$ cat config.mk
export PLATFORM = sky130hd
export DESIGN_NAME = cdb_requester
export DESIGN_NICKNAME = d
export VERILOG_FILES = /design/src/rtl/cdb_requester.sv
export SDC_FILE = /design/constraint.sdc
export NUM_CORES = 1
export LEC_CHECK = 0
export CAP_MARGIN = 20
export CORE_AREA = 3 3 125 127
export CTS_BUF_LIST = sky130_fd_sc_hd__clkbuf_2 sky130_fd_sc_hd__clkbuf_4 sky130_fd_sc_hd__clkbuf_8
export CTS_CLUSTER_DIAMETER = 150
export DETAILED_ROUTE_END_ITERATION = 10
export DIE_AREA = 0 0 128 130
export HOLD_SLACK_MARGIN = 0.03
export PLACE_DENSITY = 0.9
export SLEW_MARGIN = 20
export SYNTH_ARGS = -nofsm -noshare
export SYNTH_HDL_FRONTEND = slang
export SYNTH_SLANG_ARGS = --single-unit
$ cat constraint.sdc
create_clock -name i_clock -period 2.85 [get_ports i_clock]
set_input_delay 0.855 -clock i_clock [delete_from_list [all_inputs] [get_ports i_clock]]
set_output_delay 0.855 -clock i_clock [all_outputs]
set_load 0.02 [all_outputs]
$ cat src/rtl/cdb_requester.sv
// CDB requester: queues unit results and drives one per grant; get_bus the cycle after a push, payload the cycle after the grant.
// Backpressure via o_ready (!full), overflow pushes are dropped; define CDB_BACK_TO_BACK_EN for one result per cycle under continuous grant.

module sync_fifo #(
  parameter int W     = 8,
  parameter int DEPTH = 4,
  localparam int AW   = $clog2(DEPTH)
) (
  input  logic          clk,
  input  logic          rst_n,
  input  logic          flush,
  input  logic          push,
  input  logic [W-1:0]  push_dat,
  input  logic          pop,
  output logic [W-1:0]  pop_dat,
  output logic [AW:0]   count,
  output logic [AW:0]   count_nxt
);

  logic [W-1:0]  mem [DEPTH];
  logic [AW-1:0] wr_ptr;
  logic [AW-1:0] rd_ptr;

  assign pop_dat = mem[rd_ptr];

  always_comb begin
    count_nxt = count;
    case ({push, pop})
      2'b10:   count_nxt = count + 1'b1;
      2'b01:   count_nxt = count - 1'b1;
      default: count_nxt = count;
    endcase
    if (flush) count_nxt = '0;
  end

  always_ff @(posedge clk or negedge rst_n) begin
    if (!rst_n) begin
      wr_ptr <= '0;
      rd_ptr <= '0;
      count  <= '0;
    end else begin
      count <= count_nxt;
      if (flush) begin
        wr_ptr <= '0;
        rd_ptr <= '0;
      end else begin
        if (push) wr_ptr <= wr_ptr + 1'b1;
        if (pop)  rd_ptr <= rd_ptr + 1'b1;
      end
    end
  end

  // Storage needs no reset: an entry is only read after it has been written.
  always_ff @(posedge clk) begin
    if (push && !flush) mem[wr_ptr] <= push_dat;
  end

endmodule

module cdb_requester #(
  parameter int DEPTH = 4,
  parameter int XLEN  = 32,
  parameter int TAG_W = 6,
  parameter int ARN_W = 5
) (
  input  logic             i_clock,
  input  logic             i_reset_n,
  input  logic             i_flush,
  input  logic             i_valid,
  input  logic [XLEN-1:0]  i_result,
  input  logic [TAG_W-1:0] i_tag,
  input  logic [ARN_W-1:0] i_arn,
  output logic             o_ready,
  output logic             o_get_bus,
  input  logic             i_bus_granted,
  input  logic             i_bus_selected,
  output logic             o_cdb_valid,
  output logic [XLEN-1:0]  o_cdb_result,
  output logic [TAG_W-1:0] o_cdb_tag,
  output logic [ARN_W-1:0] o_cdb_arn
);

  localparam int AW = $clog2(DEPTH);
  localparam logic [AW:0] FULL_CNT = (AW+1)'(DEPTH);

  localparam logic [1:0] S_IDLE  = 2'd0;
  localparam logic [1:0] S_REQ   = 2'd1;
  localparam logic [1:0] S_DRIVE = 2'd2;

  typedef struct packed {
    logic [XLEN-1:0]  result;
    logic [TAG_W-1:0] tag;
    logic [ARN_W-1:0] arn;
  } cdb_dat_t;

  localparam int EW = $bits(cdb_dat_t);

  logic [1:0]    state;
  logic [1:0]    state_nxt;
  logic [AW:0]   count;
  logic [AW:0]   count_nxt;
  logic          push;
  logic          load;
  logic          grant;
  logic [EW-1:0] head_raw;
  cdb_dat_t      in_dat;
  cdb_dat_t      head;
  cdb_dat_t      out_q;

  assign in_dat.result = i_result;
  assign in_dat.tag    = i_tag;
  assign in_dat.arn    = i_arn;
  assign head          = head_raw;

  assign o_ready = (count != FULL_CNT);
  assign push    = i_valid && o_ready && !i_flush;
  assign grant   = i_bus_granted && i_bus_selected;

`ifdef CDB_BACK_TO_BACK_EN
  assign o_get_bus = (state == S_REQ) || ((state == S_DRIVE) && (count != '0));
`else
  assign o_get_bus = (state == S_REQ);
`endif

  // A grant only counts while the request is visible to the arbiter.
  assign load = o_get_bus && grant && !i_flush;

  sync_fifo #(
    .W     (EW),
    .DEPTH (DEPTH)
  ) u_fifo (
    .clk       (i_clock),
    .rst_n     (i_reset_n),
    .flush     (i_flush),
    .push      (push),
    .push_dat  (in_dat),
    .pop       (load),
    .pop_dat   (head_raw),
    .count     (count),
    .count_nxt (count_nxt)
  );

  always_comb begin
    state_nxt = state;
    case (state)
      S_IDLE:  state_nxt = (count_nxt != '0) ? S_REQ : S_IDLE;
      S_REQ:   state_nxt = load ? S_DRIVE : S_REQ;
      S_DRIVE: begin
        if (load) state_nxt = S_DRIVE;
        else      state_nxt = (count_nxt != '0) ? S_REQ : S_IDLE;
      end
      default: state_nxt = S_IDLE;
    endcase
    if (i_flush) state_nxt = S_IDLE;
  end

  always_ff @(posedge i_clock or negedge i_reset_n) begin
    if (!i_reset_n) begin
      state <= S_IDLE;
      out_q <= '0;
    end else begin
      state <= state_nxt;
      // Cleared whenever not loaded so the shared bus sees zeros outside DRIVE.
      out_q <= load ? head : '0;
    end
  end

  assign o_cdb_valid  = (state == S_DRIVE);
  assign o_cdb_result = out_q.result;
  assign o_cdb_tag    = out_q.tag;
  assign o_cdb_arn    = out_q.arn;

endmodule

Word-level counts from Yosys, hierarchy flattened
Memories as Yosys holds them, arrays and structs flattened.
Index checks and enable logic that the tools add are counted.
Widths: inputs -> output; s select.
Cells by class
  mux-type cells: 14
  reduce and logical (&&, ||, !) cells: 11
  equality and inequality tests: 5
  add/subtract/negate cells: 4
Operators by type and width (number)
  $mux 43: 1
  $mux 2: 7
  $logic_and 1x1->1: 6
  $pmux 2 s3: 1
  $pmux 3 s2: 1
  $add 2x1->2 const B: 2
  $eq 2x1->1 const B: 2
  $eq 2x2->1 const B: 2
  $reduce_bool 2->1: 2
  $add 3x1->3 const B: 1
  $mux 1: 3
  $mux 3: 1
  $ne 3x3->1 const B: 1
  $reduce_bool 3->1: 1
  $sub 3x1->3 const B: 1
  $logic_not 2->1: 1
  $logic_not 1->1: 1
Storage, ports and cells
  RAM bits: 172
  output and inout bits: 46
  bits of input ports: 49
  memories kept: 1
  bits in registers: 52
Memories
  u_fifo.mem: depth 4, width 43, rd ports 1, clocked after memory_dff 0, write ports 1, RTL line 20  | logic [W-1:0] mem [DEPTH];

Depth between registers and ports, before layout
  depth in word-level cells: 11
  gate-level depth with buffers: 10

Hierarchy
Synthesis repeated with hierarchy kept, for this count alone.
Unflattened totals
  cell total of the unflattened synthesis: 373
  area, all modules: 8469.4 um^2
Modules (own cells, without submodules)
  sync_fifo: instances 1, area an instance 6676.4 um^2, cells an instance 264
  cdb_requester: instances 1, area an instance 1793.0 um^2, cells an instance 109

Least setup slack after synthesis
OpenSTA, ideal clock, no wires.
  path kind: input port to flip-flop
  start point: input i_flush
  end point: register state[0]
  arrival time: 2.536 ns
  slack: 0.249 ns
  setup time: 0.066 ns
  stages on the path: 9
  required time: 2.784 ns
  path buffers: 1
  cell sequence: buf_4 nor2_1 inv_1 ha_1 fa_1 xnor2_1 or3_1 a21oi_1 o31a_1
On the way
  longest elaborated chain between the ends: 10
  elaborated cells between the ends (all ways): 13
  classes of those cells: 2 x eq/ne; 7 x mux; 4 x reduce/logical
RTL lines
  start, declared: RTL line 68  | input logic i_flush,
  $logic_not 1->1: RTL line 116, 126
  $logic_and 1x1->1 (on tied branches): RTL line 126, 116
  $eq 2x1->1 or $eq 2x2->1 (tied branches): RTL line 28  | case ({push, pop})
  $pmux 3 s2: RTL line 28
  $mux 3 *: RTL line 33  | if (flush) count_nxt = '0;
  named net count_nxt[2]: RTL line 101  | logic [AW:0] count_nxt;
  $reduce_bool 3->1 *: RTL line 146, 150
  $mux 1 *: RTL line 146, 150
  $mux 2: RTL line 149  | if (load) state_nxt = S_DRIVE;
  $pmux 2 s3 *: RTL line 145  | case (state)
  $mux 2 *: RTL line 154  | if (i_flush) state_nxt = S_IDLE;
  named net state_nxt[0]: RTL line 99  | logic [1:0] state_nxt;
  end signal, assigned: RTL line 162  | state <= state_nxt;
  end, declared: RTL line 98  | logic [1:0] state;
Mark *: on every way through the listed nets, which the timed path passes. The rest lies on a longest branch.
A chain may end at the register's enable or synchronous reset.

Final worst setup path
  start point: register state[1]
  end point: output o_get_bus
On the way
  longest elaborated chain between the ends: 1
RTL lines
  $eq 2x1->1: RTL line 122  | assign o_get_bus = (state == S_REQ);
  end, declared: RTL line 74  | output logic o_get_bus,
Every way passes these cells.

==> key figures <==
Logic synthesis
  – Yosys top cell by area: edfxtp_1
  – Post-synth EDFFs: 172
  – Largest cells by area after synthesis: edfxtp_1 63%, dfrtp_1 16%, mux4_2 11%
  – Sequential-to-total area share from yosys stat: 0.794
  – Post-synth top cells: 172 x edfxtp_1, 52 x dfrtp_1, 43 x and2_1
  – Most common cell in the netlist: edfxtp_1
  – Synth warn: 0
  – Flops & latches, synth: between 200 and 250
  – Synth Cell Area: 8150 um2
  – Post-synthesis cell type count: 32
  – Synthesized net count: 425
  – Mapped Cells: between 300 and 400
  – Ys async rst share: 0.232
  – Synth top area share: 0.634
  – Main synth FF type: edfxtp_1
  – Synthesized area per cell: approximately 22 um2

Global routing
  – First-pass GRT wire length: 23500 um
  – GRT Util Overall: 0.186
  – Initial antenna violation count: 0
  – Vias in the first global route: approximately 4400
  – GRT busiest layer: met2
  – Largest net degree at the start of global routing: 44
  – Met1 usage: 0.239
  – GRT met2 Usage: 0.315
  – Grt met3 use: 0.0434
  – GR Overflow Total: 0

Worst setup path
  – R2r worst-path depth: 9
  – Arrival @ worst endpoint: 1.82 ns
  – Worst Setup End Kind: output pin
  – Req. time, crit path: about 2.0 ns
  – Worst reg2reg setup slack: about 0.31 ns
  – CP max-delay cell: clkdlybuf4s50_1
  – R2R Path Start: u_fifo.count[0]
  – CP top delay family: buffers and inverters
  – Crit Path Max Fanout: 3
  – Critical Path Source: state[1]
  – Reg2reg end: state[0]
  – Critical path class: reg2out
  – Crit-path max cell delay: 0.65 ns
  – Critical-path cell list: and2b_1 > clkdlybuf4s50_1
  – Critical Path Source Type: flip-flop
  – CP bufs+invs: 1

Job
  – Max_cap viols: 0

Cells and area
  – Final Util: 0.702
  – Nets: around 560
  – Antenna cells: 0
  – Fin area: approximately 10000 um2
  – Share of layout cells above drive strength 1: 0.251
  – Area Overhead vs Synth: 25.3%

Route
  – Drt pass-1 iters: 4
  – Routed Antenna Nets: 0
  – Drt wl/cell: about 20 um
  – DRC viols: 0
  – Detailed Route Iter0 Violations: between 300 and 400
  – Vias: about 3900
  – Routed WL: 14500 um
  – Via-per-instance ratio: roughly 5.4

Timing
  – Hold WS: between 0.2 and 0.3 ns
  – Worst slew pin tran: between 0.5 and 0.6 ns
  – Final Hold Vio Count: 0
  – RSZ-0062 raised after global routing: no
  – Slew Limit Fails: 0
  – # setup viols final: 0
  – Final worst slack: between 0.15 and 0.2 ns
  – Worst rel slew slack: 0.640
  – Final Cycle Share: 0.939
  – Max frequency: 0.374 GHz
  – Clock skew: 0.0109 ns
  – Post-layout min period: about 2.7 ns

Floorplan
  – Ports: 95
  – Die X-Extent: roughly 130 um
  – Row cnt: between 40 and 50
  – DIE HEIGHT: 130 um
  – Starting Density: 0.561
  – Core Region: between 10000 and 15000 um2
  – Full die area: roughly 17000 um2

Clocking
  – CTS Root Cell: clkbuf_8
  – CTS Sinks: approximately 220
  – CTS tree: done
  – Postcts setup bufs: 0
  – Clk_lat worst skew: approximately 0.5 ns
  – Max Root-Sink Buffers: 3
  – Cts bufs inserted: 36
  – Clock slew seen by the registers of the worst setup and hold paths: roughly 0.060 ns
  – H-tree depth: 2

Outcome
  – Status: complete, no violations

Place
  – Buffers on Ports: between 90 and 100
  – Global placement routability congestion: about 0.72
  – DP Area: about 9400 um2
  – Final HPWL DP: slightly below 9000 um
  – Setup WS pre-CTS: -0.269 ns

Power
  – Leakage: about 3.7 nW
  – P per Cell Area: between 600 and 700 nW/um2
  – Overall Power: between 6 and 7 mW
  – Worst VDD drop: ~400 uV

Hold path
  – Hold crit path type: in2async
cells in the final DEF, fill, tap and decap left out, types with 4 or more instances in the layout:
| cell type | count |
|---|---|
| buf_4 | 17 |
| buf_12 | 5 |
| nor2_1 | 8 |
| edfxtp_1 | 172 |
| dfrtp_1 | 50 |
| ha_1 | 5 |
| mux4_2 | 41 |
| clkbuf_8 | 44 |
| clkinv_1 | 4 |
| and2_1 | 43 |
| and2_2 | 4 |
| clkbuf_4 | 13 |
| clkdlybuf4s50_1 | 92 |
logic make-up (layout without fill, tap and decap cells):
family                     after synthesis  in the layout  synth area share
AOI/OAI and AO/OA                        7              7           0.00538
xor gates and xnor gates                 5              5           0.00538
adders and majority gates                6              6            0.0101
buffers and inverters                   18            185            0.0146
DFF                                    224            224             0.794
muxes                                   44             44             0.121
and+or+nand+nor                         66             66            0.0498
routing by layer:
layer  routed length, um  share of wire
met2                7550           0.52
met5                   0              0
met1                5900           0.41
met3                 725          0.050
met4                 297          0.021
how the worst max path moves through the flow:
| stage | endpoint | cells past startpoint |
|---|---|---|
| after CTS | o_ready | 2 |
| after detailed placement | state[0] | 10 |
| after floorplan | state[0] | 9 |
| after global placement | state[0] | 10 |
| final | o_get_bus | 2 |
| after global routing | state[0] | 10 |
state kept, by name, indices dropped and copies added, names as in the netlist:
| register | cells |
|---|---|
| u_fifo.rd_ptr | 2 |
| state | 2 |
| u_fifo.wr_ptr | 2 |
| o_cdb_arn | 5 |
| u_fifo.mem | 172 |
| o_cdb_result | 32 |
| u_fifo.count | 3 |
| o_cdb_tag | 6 |
where the power goes:
part / switching [mW] / total, mW / internal, mW
registers: 0.0322 / 3.64 / 3.61
logic: 0.154 / 0.324 / 0.170
clock network: 1.17 / 2.83 / 1.66
stage by stage:
step	instances	TNS, ns
detailed placement	655	-0.412
CTS	721	0
finish	721	0
global route	721	0
global placement	655	-0.165
floorplan	370	0
repair_timing:
action	4_1_cts	5_1_grt
setup endpoints to repair	1	0
hold buffers	0	0
gates resized for setup	1	0
area by class of cell:
class	count	area, um2
clock inverters	9	70.1
flip-flops and latches	224	6470
inverters	3	11.3
well taps	184	230
repair buffers	116	1160
multi-input cells	128	1560
fillers	906	4320
clock buffers	57	703
Power figures use the tool's default switching activity.
